### src/rtl/chs_conf_deserializer_pkg.sv
// Shared definitions for the chs_conf deserializer: default widths and FSM state encodings.
package chs_conf_deserializer_pkg;

  localparam int CHS_DATA_W = 8;
  localparam int CHS_CNT_W  = 4;

  typedef enum logic [1:0] {
    IDLE   = 2'd0,
    SHIFT  = 2'd1,
    PARITY = 2'd2,
    DONE   = 2'd3
  } chs_state_e;

endpackage

### src/rtl/chs_conf_deserializer_if.sv
// Serial input / parallel handshake bundle between the bit source, the deserializer and its consumer.
interface chs_conf_deserializer_if
  import chs_conf_deserializer_pkg::*;
#(
  parameter int DATA_W = CHS_DATA_W,
  parameter int CNT_W  = CHS_CNT_W
);

  logic              start;
  logic              serial_in;
  logic              bit_valid;
  logic              conf_ready;
  logic [DATA_W-1:0] chs_conf;
  logic [CNT_W-1:0]  ones_count;
  logic              is_even;
  logic              parity_err;
  logic              conf_valid;
  logic              busy;

  modport master (
    output start, serial_in, bit_valid, conf_ready,
    input  chs_conf, ones_count, is_even, parity_err, conf_valid, busy
  );

  modport slave (
    input  start, serial_in, bit_valid, conf_ready,
    output chs_conf, ones_count, is_even, parity_err, conf_valid, busy
  );

endinterface

### src/rtl/chs_conf_deserializer_sipo_reg.sv
// Serial-in parallel-out register; each accepted bit lands at the position named by idx (LSB first).
module chs_sipo_reg #(
  parameter int DATA_W = 8,
  parameter int CNT_W  = 4
) (
  input  logic              clk,
  input  logic              rst_n,
  input  logic              clr,
  input  logic              shift_en,
  input  logic              din,
  input  logic [CNT_W-1:0]  idx,
  output logic [DATA_W-1:0] q
);

  logic [DATA_W-1:0] q_q;
  logic [DATA_W-1:0] q_d;

  always_comb begin
    q_d = q_q;
    if (clr) begin
      q_d = '0;
    end else if (shift_en) begin
      for (int i = 0; i < DATA_W; i++) begin
        if (idx == CNT_W'(i)) q_d[i] = din;
      end
    end
  end

  always_ff @(posedge clk or negedge rst_n) begin
    if (!rst_n) q_q <= '0;
    else        q_q <= q_d;
  end

  assign q = q_q;

endmodule

### src/rtl/chs_conf_deserializer.sv
// Assembles an LSB-first serial chs_conf word plus trailing even-parity bit and offers it on valid/ready.
//   IDLE   | waiting for start
//   SHIFT  | accepting data bits
//   PARITY | waiting for the parity bit
//   DONE   | word presented, waiting for conf_ready
module chs_conf_deserializer
  import chs_conf_deserializer_pkg::*;
#(
  parameter int DATA_W = CHS_DATA_W,
  parameter int CNT_W  = CHS_CNT_W
) (
  input  logic                    clk,
  input  logic                    rst_n,
  chs_conf_deserializer_if.slave  bus
);

  chs_state_e        state_q, state_d;
  logic [CNT_W-1:0]  idx_q, idx_d;
  logic [CNT_W-1:0]  cnt_q, cnt_d;
  logic [DATA_W-1:0] conf_q, conf_d;
  logic [CNT_W-1:0]  ones_q, ones_d;
  logic              perr_q, perr_d;

  logic              start_frame;
  logic              sipo_clr;
  logic              sipo_en;
  logic [DATA_W-1:0] sipo_q;

  // In DONE a start only counts when it coincides with the handshake.
  assign start_frame = (state_q == DONE) ? (bus.start && bus.conf_ready) : bus.start;

  chs_sipo_reg #(
    .DATA_W (DATA_W),
    .CNT_W  (CNT_W)
  ) u_sipo (
    .clk      (clk),
    .rst_n    (rst_n),
    .clr      (sipo_clr),
    .shift_en (sipo_en),
    .din      (bus.serial_in),
    .idx      (idx_q),
    .q        (sipo_q)
  );

  always_ff @(posedge clk or negedge rst_n) begin
    if (!rst_n) state_q <= IDLE;
    else        state_q <= state_d;
  end

  always_comb begin
    state_d = state_q;
    case (state_q)
      IDLE: begin
        if (start_frame) state_d = SHIFT;
      end
      SHIFT: begin
        if (start_frame) state_d = SHIFT;
        else if (bus.bit_valid && (idx_q == CNT_W'(DATA_W - 1))) state_d = PARITY;
      end
      PARITY: begin
        if (start_frame)        state_d = SHIFT;
        else if (bus.bit_valid) state_d = DONE;
      end
      DONE: begin
        if (bus.conf_ready) state_d = start_frame ? SHIFT : IDLE;
      end
      default: state_d = IDLE;
    endcase
  end

  always_comb begin
    idx_d    = idx_q;
    cnt_d    = cnt_q;
    conf_d   = conf_q;
    ones_d   = ones_q;
    perr_d   = perr_q;
    sipo_clr = start_frame;
    sipo_en  = (state_q == SHIFT) && bus.bit_valid && !start_frame;

    if (start_frame) begin
      idx_d = '0;
      cnt_d = '0;
    end else if (sipo_en) begin
      idx_d = idx_q + CNT_W'(1);
      cnt_d = cnt_q + CNT_W'(bus.serial_in);
    end

    // Results are captured only on entry to DONE so they stay frozen while the consumer stalls.
    if ((state_q == PARITY) && bus.bit_valid && !start_frame) begin
      conf_d = sipo_q;
      ones_d = cnt_q;
      perr_d = cnt_q[0] ^ bus.serial_in;
    end
  end

  always_ff @(posedge clk or negedge rst_n) begin
    if (!rst_n) begin
      idx_q  <= '0;
      cnt_q  <= '0;
      conf_q <= '0;
      ones_q <= '0;
      perr_q <= 1'b0;
    end else begin
      idx_q  <= idx_d;
      cnt_q  <= cnt_d;
      conf_q <= conf_d;
      ones_q <= ones_d;
      perr_q <= perr_d;
    end
  end

  assign bus.chs_conf   = conf_q;
  assign bus.ones_count = ones_q;
  assign bus.is_even    = ~ones_q[0];
  assign bus.parity_err = perr_q;
  assign bus.conf_valid = (state_q == DONE);
  assign bus.busy       = (state_q == SHIFT) || (state_q == PARITY);

endmodule

### src/flat_wrapper.sv
// flat-port wrapper written by rule: the top's interface ports become plain ports
module chs_conf_deserializer_flat import chs_conf_deserializer_pkg::*;
#(
  parameter int DATA_W = CHS_DATA_W,
  parameter int CNT_W  = CHS_CNT_W
)
  (clk, rst_n, bus_start, bus_serial_in, bus_bit_valid, bus_conf_ready, bus_chs_conf, bus_ones_count, bus_is_even, bus_parity_err, bus_conf_valid, bus_busy);
  chs_conf_deserializer_if #(.DATA_W(DATA_W), .CNT_W(CNT_W)) bus_i ();
  input  logic clk;
  input  logic rst_n;
  input wire logic [$bits(bus_i.start)-1:0] bus_start;
  input wire logic [$bits(bus_i.serial_in)-1:0] bus_serial_in;
  input wire logic [$bits(bus_i.bit_valid)-1:0] bus_bit_valid;
  input wire logic [$bits(bus_i.conf_ready)-1:0] bus_conf_ready;
  output wire logic [$bits(bus_i.chs_conf)-1:0] bus_chs_conf;
  output wire logic [$bits(bus_i.ones_count)-1:0] bus_ones_count;
  output wire logic [$bits(bus_i.is_even)-1:0] bus_is_even;
  output wire logic [$bits(bus_i.parity_err)-1:0] bus_parity_err;
  output wire logic [$bits(bus_i.conf_valid)-1:0] bus_conf_valid;
  output wire logic [$bits(bus_i.busy)-1:0] bus_busy;
  assign bus_i.start = bus_start;
  assign bus_i.serial_in = bus_serial_in;
  assign bus_i.bit_valid = bus_bit_valid;
  assign bus_i.conf_ready = bus_conf_ready;
  assign bus_chs_conf = bus_i.chs_conf;
  assign bus_ones_count = bus_i.ones_count;
  assign bus_is_even = bus_i.is_even;
  assign bus_parity_err = bus_i.parity_err;
  assign bus_conf_valid = bus_i.conf_valid;
  assign bus_busy = bus_i.busy;
  chs_conf_deserializer #(.DATA_W(DATA_W), .CNT_W(CNT_W)) u_core (.clk(clk), .rst_n(rst_n), .bus(bus_i));
endmodule
### config.mk
export PLATFORM = sky130hd
export DESIGN_NAME = chs_conf_deserializer_flat
export DESIGN_NICKNAME = d
export VERILOG_FILES = /design/src/rtl/chs_conf_deserializer_pkg.sv /design/src/rtl/chs_conf_deserializer_if.sv /design/src/rtl/chs_conf_deserializer_sipo_reg.sv /design/src/rtl/chs_conf_deserializer.sv /design/src/flat_wrapper.sv
export SDC_FILE = /design/constraint.sdc
export NUM_CORES = 1
export LEC_CHECK = 0
export ABC_CLOCK_PERIOD_IN_PS = 4620
export CAP_MARGIN = 0
export CORE_ASPECT_RATIO = 0.5
export CORE_MARGIN = 3
export CORE_UTILIZATION = 38
export CTS_BUF_LIST = sky130_fd_sc_hd__clkbuf_8
export DETAILED_ROUTE_END_ITERATION = 10
export PLACE_DENSITY = 0.63
export RECOVER_POWER = 25
export SKIP_LAST_GASP = 1
export SLEW_MARGIN = 15
export SYNTH_ARGS = -nofsm -noshare
export SYNTH_HDL_FRONTEND = slang
export SYNTH_SLANG_ARGS = --single-unit
### constraint.sdc
create_clock -name clk -period 4.62 [get_ports clk]
set_clock_uncertainty 0.2 [all_clocks]
set_input_delay 1.386 -clock clk [delete_from_list [all_inputs] [get_ports clk]]
set_output_delay 1.386 -clock clk [all_outputs]
set_load 0.03 [all_outputs]
==> metrics.md, run 1 <==
| Metric | Value |
|---|---|
| R2R cell count | 5 |
| Seq/Total Area, Yosys | 0.491 |
| Yosys top cell by area | dfrtp_1 |
| Worst slew pin tran | 1610 ps |
| Post-Syn Area per Cell | ~11 µm² |
| Worst path required time | slightly above 3000 ps |
| Final setup vio count | 0 |
| #FFs+latches synth | 31 |
| CTS tree | yes |
| # DRC | 0 |
| Core area | 3700 µm² |
| Port bufs | 21 |
| Setup CP Type | reg2out |
| Num CTS Buffers | 5 |
| GRT overflow | 0 |
| Final non-filler cell total | 219 |
| Syn_nets | 161 |
| Antenna cells | 0 |
| Pre-CTS WS | 1410 ps |
| Post-CTS setup buffers | 0 |
| Power density over the cells | 457 nW/µm² |
| Slew Limit Fails | 32 |
| Vias | 1,084 |
| Die Wd | 97.2 µm |
| Yosys top cell area share | 0.491 |
| Yosys warns | 0 |
| Worst Hold Class | reg2reg |
| Worst Setup Start Kind | flip-flop |
| Starting Density | 0.428 |
| Longest Clk Path Bufs | 2 |
| Post-synthesis cell type count | 30 |
| Min-Delay Path Depth | 1 |
| Placed cells | 211 |
| CTS resizes | 0 |
| Final setup margin | 1320 ps |
| Detail Placement HPWL | 2000 µm |
| Status | finished, violations left |
| Setup TNS | 0 ps |
| Fin nets | 183 |
| Peak fanout along the critical path | 5 |
| Worst setup EP type | primary output |
| Vias per cell | 4.95 |
| WP data arrival | 1710 ps |
| P_leak | 0.878 nW |
| Clk slew on worst S/H paths | about 60 ps |
| Layout cells sized above 1 | 0.155 |
| Period utilization | 0.714 |
| Final ANT Viol Nets | 0 |
| Clock net sink count | 31 |
| Via count of the first global-routing pass | 1,007 |
| Cell area after synthesis | 1580 µm² |
| Fillers | 346 |
| Peak supply drop | ~0.28 mV |
| Clock Tree Root | clkbuf_8 |
| Failing checks | capacitance limit, slew limit |
| Area Growth Syn to Fin | 19.6% |
| Router iterations before antenna repair | 4 |
| Global-route wire length before repair | 4840 µm |
| Max frequency | between 0.3 and 0.4 GHz |
| Post-route total power | between 0.8 and 0.9 mW |
| WL/cell | 12.6 µm |
| Die ar. | 5020 µm² |
| Io pins | 22 |
| WHS | 308 ps |
| Routed WL | 2760 µm |
| Die H | slightly above 50 µm |
| Initial antenna violation count | 0 |
| Later-pin clock latency in the skew report | between 200 and 300 ps |
| GRT Total Usage | 0.124 |
| Mapped Cells | 145 |
| RSZ-0062 raised after global routing | false |
| Slew headroom | -0.0734 |
| Top post-synthesis cells by area | dfrtp_1 49%, mux2_4 9.5%, ha_1 7.9% |
| Hold-fix buffers, CTS | 0 |
| Largest net degree at the start of global routing | 32 |
| Initial DRC count | 46 |
| Fin crit period | 3300 ps |
| Htree depth | 2 |
| Fin. Hold Viols | 0 |
| Site Rows | 15 |
| Routability cong. | around 0.76 |
| Max-cap violations | 1 |
-- state kept, by name (all words and copies together) (netlist names) --
register               flops
u_core.bus.chs_conf        8
u_core.bus.ones_count      4
u_core.bus.parity_err      1
u_core.cnt_q               4
u_core.idx_q               4
u_core.state_q             2
u_core.u_sipo.q            8
-- routing by layer --
metal | track usage | wire, µm
met3 | 0.0402 | 125
met2 | 0.186 | 1200
met5 | 0 | 0
met4 | 0.0483 | 26
met1 | 0.168 | 1410
-- power by group --
group | total [mW] | switching [mW] | internal (mW)
sequential | 0.338 | 0.0322 | 0.305
clock | 0.194 | 0.0930 | 0.101
combinational | 0.333 | 0.194 | 0.139
total | 0.865 | 0.319 | 0.546
-- placed cells by master (no fill, tap or decap), drive strengths merged --
cell            n
dfrtp          31
nand2          27
clkdlybuf4s50  20
mux2           13
a21oi          11
ha             10
nand3          10
nor2            8
inv             7
clkbuf          6
xor2            4
o21ai           4
nand4           2
and3b           2
nand2b          2
and2            2
and4b           1
or2             1
o221ai          1
nor2b           1
xnor2           1
nor4            1
and4bb          1
clkinv          1
dlygate4sd3     1
-- synth_stat cells --
| cell | n |
|---|---|
| nand4_1 | 2 |
| o21ai_0 | 4 |
| nor4_1 | 1 |
| and3b_1 | 2 |
| mux2_2 | 3 |
| dfrtp_1 | 31 |
| clkbuf_1 | 1 |
| nand3_1 | 9 |
| nand2b_1 | 1 |
| a21oi_1 | 11 |
| and4bb_2 | 1 |
| buf_2 | 3 |
| o221ai_2 | 1 |
| or2_2 | 1 |
| mux2_4 | 10 |
| xnor2_1 | 1 |
| and2_4 | 1 |
| ha_1 | 10 |
| nand2_2 | 1 |
| nand2b_4 | 1 |
| nand3_2 | 1 |
| nor2b_1 | 1 |
| and2_1 | 1 |
| xor2_1 | 4 |
| inv_1 | 5 |
| buf_6 | 2 |
| and4b_1 | 1 |
| nand2_1 | 26 |
| nor2_1 | 8 |
| buf_4 | 1 |
-- worst max-delay path, stage by stage, from the launching register on --
cell and delay (ps):
dfrtp_1 380, inv_1 110, ha_1 290, clkdlybuf4s50_1 660
-- kinds of logic after synthesis --
group / Yosys count / share of synthesized area
DFF: 31 / 0.491
and+or+nand+nor: 58 / 0.187
AOI/OAI and AO/OA: 16 / 0.0570
buffers and inverters: 12 / 0.0427
adders and majority gates: 10 / 0.0791
muxes: 13 / 0.116
xor gates and xnor gates: 5 / 0.0277
-- stage by stage --
stage,utilization,cell area (µm²)
2_1_floorplan,-,1580
3_3_place_gp,0.491,1810
3_5_place_dp,0.491,1810
4_1_cts,0.513,1900
5_1_grt,0.512,1890
6_report,0.512,1890
-- area by class of cell --
class,instances,area (µm²),share of cell area
Clock inverter,3,12.5,0.00661
Tap cell,51,63.8,0.0337
Clock buffer,5,68.8,0.0364
Sequential cell,31,776,0.410
Timing Repair Buffer,22,214,0.113
Inverter,5,18.8,0.00992
Multi-Input combinational cell,102,738,0.390
-- worst paths after layout --
path                                              from                  endpoint  slack, ps
worst max-delay path                 u_core.state_q[0]                  bus_busy       1320
worst min-delay path            u_core.bus.chs_conf[2]    u_core.bus.chs_conf[2]        310
worst max register to register       u_core.state_q[1]  u_core.bus.ones_count[0]       2660
worst min register to register  u_core.bus.chs_conf[2]    u_core.bus.chs_conf[2]        310
max in group asynchronous                        rst_n           u_core.cnt_q[3]       1430
min in group asynchronous                        rst_n    u_core.bus.chs_conf[0]       1850
Note: power is estimated with default switching activity, not from simulation.
==> run 2, diff against run 1 <==
--- a/config.mk
+++ b/config.mk
@@ -5,14 +5,14 @@
 export SDC_FILE = /design/constraint.sdc
 export NUM_CORES = 1
 export LEC_CHECK = 0
-export ABC_CLOCK_PERIOD_IN_PS = 4620
+export ABC_CLOCK_PERIOD_IN_PS = 2800
 export CAP_MARGIN = 0
 export CORE_ASPECT_RATIO = 0.5
 export CORE_MARGIN = 3
 export CORE_UTILIZATION = 38
 export CTS_BUF_LIST = sky130_fd_sc_hd__clkbuf_8
 export DETAILED_ROUTE_END_ITERATION = 10
-export PLACE_DENSITY = 0.63
+export PLACE_DENSITY = 0.65
 export RECOVER_POWER = 25
 export SKIP_LAST_GASP = 1
 export SLEW_MARGIN = 15
==> constraint.sdc (replaced) <==
create_clock -name clk -period 2.8 [get_ports clk]
set_clock_uncertainty 0.2 [all_clocks]
set_input_delay 0.84 -clock clk [delete_from_list [all_inputs] [get_ports clk]]
set_output_delay 0.84 -clock clk [all_outputs]
set_load 0.03 [all_outputs]
==> run 2 against run 1 <==
  * Flip-flop and latch count stayed put
  * Non-clock buffer count is 2 higher
  * Utilization is 0.51 points higher
  * First-iteration DRC count is 2.2% lower
  * Global-route usage is 0.48 points lower
  * Setup slack worse by 1200 ps
  * The run now ends clean
  * Die area stayed put
  * Clock power is 65% higher
  * Register-to-register slack worse by 1700 ps
  * Combinational power is 63% higher
  * Via count is 2.9% lower
==> metrics.md, run 2 (synthesized netlist as in run 1, its figures left out) <==
| Metric | Value |
|---|---|
| Worst setup EP type | primary output (unchanged) |
| Fin nets | 185 (was 183) |
| GRT Total Usage | 0.119 (was 0.124) |
| Initial antenna violation count | 0 (unchanged) |
| Die Wd | 97.2 µm (unchanged) |
| GRT overflow | 0 (unchanged) |
| Worst Setup Start Kind | flip-flop (unchanged) |
| Slowest library cell on the worst path | clkdlybuf4s50_1 (unchanged) |
| Fin. Hold Viols | 0 (unchanged) |
| Sequence of cells on the critical path | ha_1, clkdlybuf4s50_1 (was inv_1, ha_1, clkdlybuf4s50_1) |
| Setup CP Type | reg2out (unchanged) |
| Port bufs | 21 (unchanged) |
| Htree depth | 2 (unchanged) |
| R2R Setup Slk | 970 ps (was 2660 ps) |
| Clock net sink count | 31 (unchanged) |
| # DRC | 0 (unchanged) |
| Peak supply drop | 0.498 mV (was 0.284 mV) |
| Layout cells sized above 1 | 0.171 (was 0.155) |
| P_leak | 0.899 nW (was 0.878 nW) |
| Clk slew on worst S/H paths | 60 ps (about the same) |
| Detail Placement HPWL | 1980 µm (was 2000 µm) |
| Slew headroom | 0.491 (was -0.0734) |
| Worst path required time | 1760 ps (was 3030 ps) |
| Global-route wire length before repair | 4550 µm (was 4840 µm) |
| Die H | 51.6 µm (unchanged) |
| Setup TNS | 0 ps (unchanged) |
| Largest net degree at the start of global routing | 32 (unchanged) |
| Routed WL | 2730 µm (was 2760 µm) |
| Max frequency | 0.375 GHz |
| Num CTS Buffers | 5 (unchanged) |
| Final ANT Viol Nets | 0 (unchanged) |
| Site Rows | 15 (unchanged) |
| Fillers | 340 (was 346) |
| Longest Clk Path Bufs | 2 (unchanged) |
| Router iterations before antenna repair | 4 (unchanged) |
| Io pins | 22 (unchanged) |
| WP data arrival | 1620 ps (was 1710 ps) |
| Core area | 3700 µm² (unchanged) |
| Worst slew pin tran | 763 ps (was 1610 ps) |
| Peak fanout along the critical path | 5 (unchanged) |
| Buf+Inv Stages, Crit Path | 1 (was 2) |
| Top layer in use | met4 (unchanged) |
| Fin crit period | approximately 2700 ps |
| Vias | 1,053 (was 1,084) |
| Initial DRC count | 45 (was 46) |
| RSZ-0062 raised after global routing | false (unchanged) |
| Area Growth Syn to Fin | 20.8% (was 19.6%) |
| Vias per cell | 4.76 (was 4.95) |
| Final setup vio count | 0 (unchanged) |
| WL/cell | 12.4 µm (was 12.6 µm) |
| Die ar. | 5020 µm² (unchanged) |
| Starting Density | 0.428 (unchanged) |
| Most common cell after layout, fill and taps aside | dfrtp_1 (unchanged) |
| Power density over the cells | 744 nW/µm² (was 457 nW/µm²) |
| Commonest cells after routing, fill and taps aside | 31 x dfrtp_1, 26 x nand2_1, 19 x clkdlybuf4s50_1 (was 31 x dfrtp_1, 26 x nand2_1, 20 x clkdlybuf4s50_1) |
| WHS | 307 ps (was 308 ps) |
| Status | finished, final reports clean (was finished, violations left) |
| Clock Tree Root | clkbuf_8 (unchanged) |
| Routability cong. | 0.742 (was 0.764) |
| WL met3 | 146 µm (was 125 µm) |
| Worst Hold Class | reg2reg (unchanged) |
| Via count of the first global-routing pass | 925 (was 1,007) |
| Worst path top cell family by delay | buffers and inverters (unchanged) |
| CP max stage delay | 690 ps (was 660 ps) |
| Slew Limit Fails | 0 (was 32) |
| CTS tree | yes (unchanged) |
| M1 WL | 1460 µm (was 1410 µm) |
| Antenna cells | 0 (unchanged) |
| Later-pin clock latency in the skew report | 280 ps (was 270 ps) |
| Max-cap violations | 0 (was 1) |
| Hold-fix buffers, CTS | 0 (unchanged) |
| Met2 WL | 1090 µm (was 1200 µm) |
| Period utilization | 0.951 |
==> run 2: power breakdown <==
part,internal [mW],switching (mW),total [mW]
Clock,0.167,0.155,0.321
Sequential,0.504,0.0526,0.557
Combinational,0.229,0.315,0.544
==> run 2: per-layer routing <==
layer / vias to the layer above / track usage
met5: - / 0
met4: 0 / 0.0621
met3: 5 / 0.0375
met2: 27 / 0.166
met1: 485 / 0.166
li1: 536 / -
==> run 2: per-stage QoR <==
stage | util | worst slack [ps] | power (mW) | instance area, µm² | std cells
final | 0.517 | 136 | 1.42 | 1910 | 221
after global routing | 0.517 | 49.0 | 1.53 | 1910 | 221
after CTS | 0.517 | 24.3 | 1.44 | 1910 | 221
after detailed placement | 0.495 | 287 | 1.12 | 1830 | 213
after global placement | 0.495 | 310 | 1.11 | 1830 | 213
after floorplan | - | 843 | 0.964 | 1580 | 145
==> run 2: worst paths after layout <==
| kind | from | cells after the start | to |
|---|---|---|---|
| worst min-delay path | u_core.u_sipo.q[6] | 1 | u_core.bus.chs_conf[6] |
| worst max-delay path | u_core.state_q[1] | 2 | bus_conf_valid |
| max in group asynchronous | rst_n | 2 | u_core.bus.ones_count[3] |
| min in group asynchronous | rst_n | 2 | u_core.bus.chs_conf[0] |
| worst max register to register | u_core.state_q[1] | 6 | u_core.bus.chs_conf[1] |
| worst min register to register | u_core.u_sipo.q[6] | 1 | u_core.bus.chs_conf[6] |
==> run 2: area by class of cell <==
type / count / area, µm² / area share
multi-input cells: 102 / 738 / 0.386
clock inverters: 3 / 12.5 / 0.00655
repair buffers: 24 / 233 / 0.122
inverters: 5 / 18.8 / 0.00982
flip-flops and latches: 31 / 776 / 0.406
well taps: 51 / 63.8 / 0.0334
clock buffers: 5 / 68.8 / 0.0360
==> run 2: what timing repair did <==
item	4_1_cts	5_1_grt
endpoints found under the hold margin	0	0
buffers inserted	0	0
setup endpoints to repair	0	1
resized for setup	0	1
==> run 3, diff against run 2 <==
--- a/config.mk
+++ b/config.mk
@@ -5,14 +5,14 @@
 export SDC_FILE = /design/constraint.sdc
 export NUM_CORES = 1
 export LEC_CHECK = 0
-export ABC_CLOCK_PERIOD_IN_PS = 2800
+export ABC_CLOCK_PERIOD_IN_PS = 2700
 export CAP_MARGIN = 0
 export CORE_ASPECT_RATIO = 0.5
 export CORE_MARGIN = 3
 export CORE_UTILIZATION = 38
 export CTS_BUF_LIST = sky130_fd_sc_hd__clkbuf_8
 export DETAILED_ROUTE_END_ITERATION = 10
-export PLACE_DENSITY = 0.65
+export PLACE_DENSITY = 0.63
 export RECOVER_POWER = 25
 export SKIP_LAST_GASP = 1
 export SLEW_MARGIN = 15
==> constraint.sdc (replaced) <==
create_clock -name clk -period 2.7 [get_ports clk]
set_clock_uncertainty 0.2 [all_clocks]
set_input_delay 0.81 -clock clk [delete_from_list [all_inputs] [get_ports clk]]
set_output_delay 0.81 -clock clk [all_outputs]
set_load 0.03 [all_outputs]
==> run 3 against run 2 <==
  * Combinational power grew 3%
  * Total power grew 13%
  * Largest power group unchanged
  * Flip-flop and latch count is the same
  * Sequential power grew 3.6%
  * Register-to-register slack lost 200 ps
  * Setup slack gained 110 ps
  * Clock-buffer cell count grew 1
  * Critical endpoint is now bus_busy
  * Worst hold slack is essentially flat
  * Largest cell class unchanged
==> metrics.md, run 3 (synthesized netlist as in run 1, its figures left out) <==
| Metric | Value |
|---|---|
| CTS tree | yes (unchanged) |
| Die ar. | 5020 µm² (unchanged) |
| Vias | 1,033 (was 1,053) |
| Routability cong. | 0.795 (was 0.742) |
| Fin crit period | 2450 ps |
| Worst path required time | 1690 ps (was 1760 ps) |
| Layout cells sized above 1 | 0.178 (was 0.171) |
| Hold Startpoint | u_core.bus.chs_conf[1] (was u_core.u_sipo.q[6]) |
| Final non-filler cell total | 220 (was 221) |
| Area of the multi-input gates | 738 µm² (unchanged) |
| Router iterations before antenna repair | 4 (unchanged) |
| Comb power frac | 0.349 (was 0.383) |
| Setup CP Type | reg2out (unchanged) |
| Most common cell after layout, fill and taps aside | dfrtp_1 (unchanged) |
| R2R Path End | u_core.bus.ones_count[3] (was u_core.bus.chs_conf[1]) |
| CP Launch Point | u_core.state_q[0] (was u_core.state_q[1]) |
| Final ANT Viol Nets | 0 (unchanged) |
| Initial DRC count | 50 (was 45) |
| Core area | 3700 µm² (unchanged) |
| Port bufs | 21 (unchanged) |
| Worst Hold Class | reg2reg (unchanged) |
| Global-route wire length before repair | 4850 µm (was 4550 µm) |
| Htree depth | 2 (unchanged) |
| Die H | 51.6 µm (unchanged) |
| Met2 WL | 1090 µm (about the same) |
| GRT overflow | 0 (unchanged) |
| Internal | 1.05 mW (was 0.899 mW) |
| Status | finished, final reports clean (unchanged) |
| Placed cells | 212 (was 213) |
| RSZ-0062 raised after global routing | false (unchanged) |
| Clock net sink count | 31 (unchanged) |
| R2R Setup Slk | 770 ps (was 970 ps) |
| Setup TNS | 0 ps (unchanged) |
| Site Rows | 15 (unchanged) |
| Slew headroom | 0.497 (was 0.491) |
| Area Growth Syn to Fin | 22.5% (was 20.8%) |
| P_leak | 0.915 nW (was 0.899 nW) |
| Detail Placement HPWL | 2020 µm (was 1980 µm) |
| FF-to-FF Start | u_core.state_q[1] (unchanged) |
| GRT Total Usage | 0.125 (was 0.119) |
| Commonest cells after routing, fill and taps aside | 31 x dfrtp_1, 26 x nand2_1, 18 x clkdlybuf4s50_1 (was 31 x dfrtp_1, 26 x nand2_1, 19 x clkdlybuf4s50_1) |
| Fillers | 331 (was 340) |
| Num CTS Buffers | 5 (unchanged) |
| Antenna cells | 0 (unchanged) |
| Starting Density | 0.428 (unchanged) |
| Initial antenna violation count | 0 (unchanged) |
| Via count of the first global-routing pass | 1,026 (was 925) |
| WL met3 | 154 µm (was 146 µm) |
| Worst setup EP type | primary output (unchanged) |
| Sw Ratio | 0.347 (was 0.367) |
| P_sw | 0.556 mW (was 0.522 mW) |
| Min-Delay Path Depth | 1 (unchanged) |
| WP data arrival | 1440 ps (was 1620 ps) |
| WHS | 306 ps (was 307 ps) |
| Clk slew on worst S/H paths | 60 ps (about the same) |
| Later-pin clock latency in the skew report | 280 ps (about the same) |
| Fin nets | 184 (was 185) |
| Io pins | 22 (unchanged) |
| Hold-fix buffers, CTS | 0 (unchanged) |
| Peak fanout along the critical path | 5 (unchanged) |
| Clock Tree Root | clkbuf_8 (unchanged) |
| Clock network power share | 0.292 (was 0.226) |
| Layout Utilization | 0.524 (was 0.517) |
| Final setup vio count | 0 (unchanged) |
| Fin. Hold Viols | 0 (unchanged) |
| R2R cell count | 5 (was 6) |
| WL/cell | 12.6 µm (was 12.4 µm) |
| Placed instance area | 1820 µm² (was 1830 µm²) |
| Max-cap violations | 0 (unchanged) |
| # DRC | 0 (unchanged) |
| Die Wd | 97.2 µm (unchanged) |
| M1 WL | 1470 µm (was 1460 µm) |
| Reg area | 776 µm² (unchanged) |
| Period utilization | 0.908 |
| Routed WL | 2760 µm (was 2730 µm) |
| Worst Setup Start Kind | flip-flop (unchanged) |
| Largest net degree at the start of global routing | 32 (unchanged) |
| Post-CTS setup buffers | 0 (unchanged) |
| Worst slew pin tran | 754 ps (was 763 ps) |
| Max frequency | between 0.4 and 0.5 GHz |
| Slew Limit Fails | 0 (unchanged) |
| Peak supply drop | 0.557 mV (was 0.498 mV) |
| Vias per cell | 4.70 (was 4.76) |
| Sequential power share | 0.359 (was 0.392) |
| Design area | 1940 µm² (was 1910 µm²) |
| Hold Path Sink | u_core.bus.chs_conf[1] (was u_core.bus.chs_conf[6]) |
| Top layer in use | met4 (unchanged) |
| Power density over the cells | 828 nW/µm² (was 744 nW/µm²) |
| Longest Clk Path Bufs | 2 (unchanged) |
==> run 3: stage by stage <==
step	power, mW	setup slack [ps]
2_1_floorplan	0.999	773
3_3_place_gp	1.15	134
3_5_place_dp	1.16	121
4_1_cts	1.62	21.8
5_1_grt	1.70	145
6_report	1.60	249
==> run 3: power by group through the flow <==
stage	combinational [mW]	clock, mW	sequential (mW)
after global routing	0.617	0.501	0.587
after CTS	0.565	0.480	0.577
after detailed placement	0.576	0	0.584
after floorplan	0.385	0	0.614
final	0.560	0.468	0.577
after global placement	0.563	0	0.584
==> run 3: worst max-delay path, cell delays in order (launching register included) <==
cell	delay (ps)
dfrtp_1	390
inv_1	110
ha_1	280
dlygate4sd2_1	390
==> run 3: layer usage <==
| layer | vias up | GRT usage |
|---|---|---|
| met1 | 472 | 0.170 |
| met4 | 0 | 0.0690 |
| met3 | 5 | 0.0415 |
| met5 | - | 0 |
| li1 | 531 | - |
| met2 | 25 | 0.176 |
==> run 3: worst max-delay path by stage <==
stage	endpoint	slack [ps]
6_report	bus_busy	250
3_5_place_dp	u_core.bus.ones_count[3]	120
2_1_floorplan	u_core.bus.chs_conf[3]	770
3_3_place_gp	u_core.bus.ones_count[3]	130
4_1_cts	bus_conf_valid	20
5_1_grt	bus_busy	150
==> run 3: cell type report <==
type / instances / share of cell area
flip-flops and latches: 31 / 0.400
repair buffers: 23 / 0.116
well taps: 51 / 0.0329
inverters: 5 / 0.00968
clock inverters: 2 / 0.0181
clock buffers: 6 / 0.0426
multi-input cells: 102 / 0.381
==> run 3: timing repair <==
| action | in CTS | in global routing |
|---|---|---|
| endpoints found under the setup margin | 1 | 1 |
| pin swaps | 0 | 0 |
| resized for setup | 1 | 1 |
| endpoints found under the hold margin | 0 | 0 |
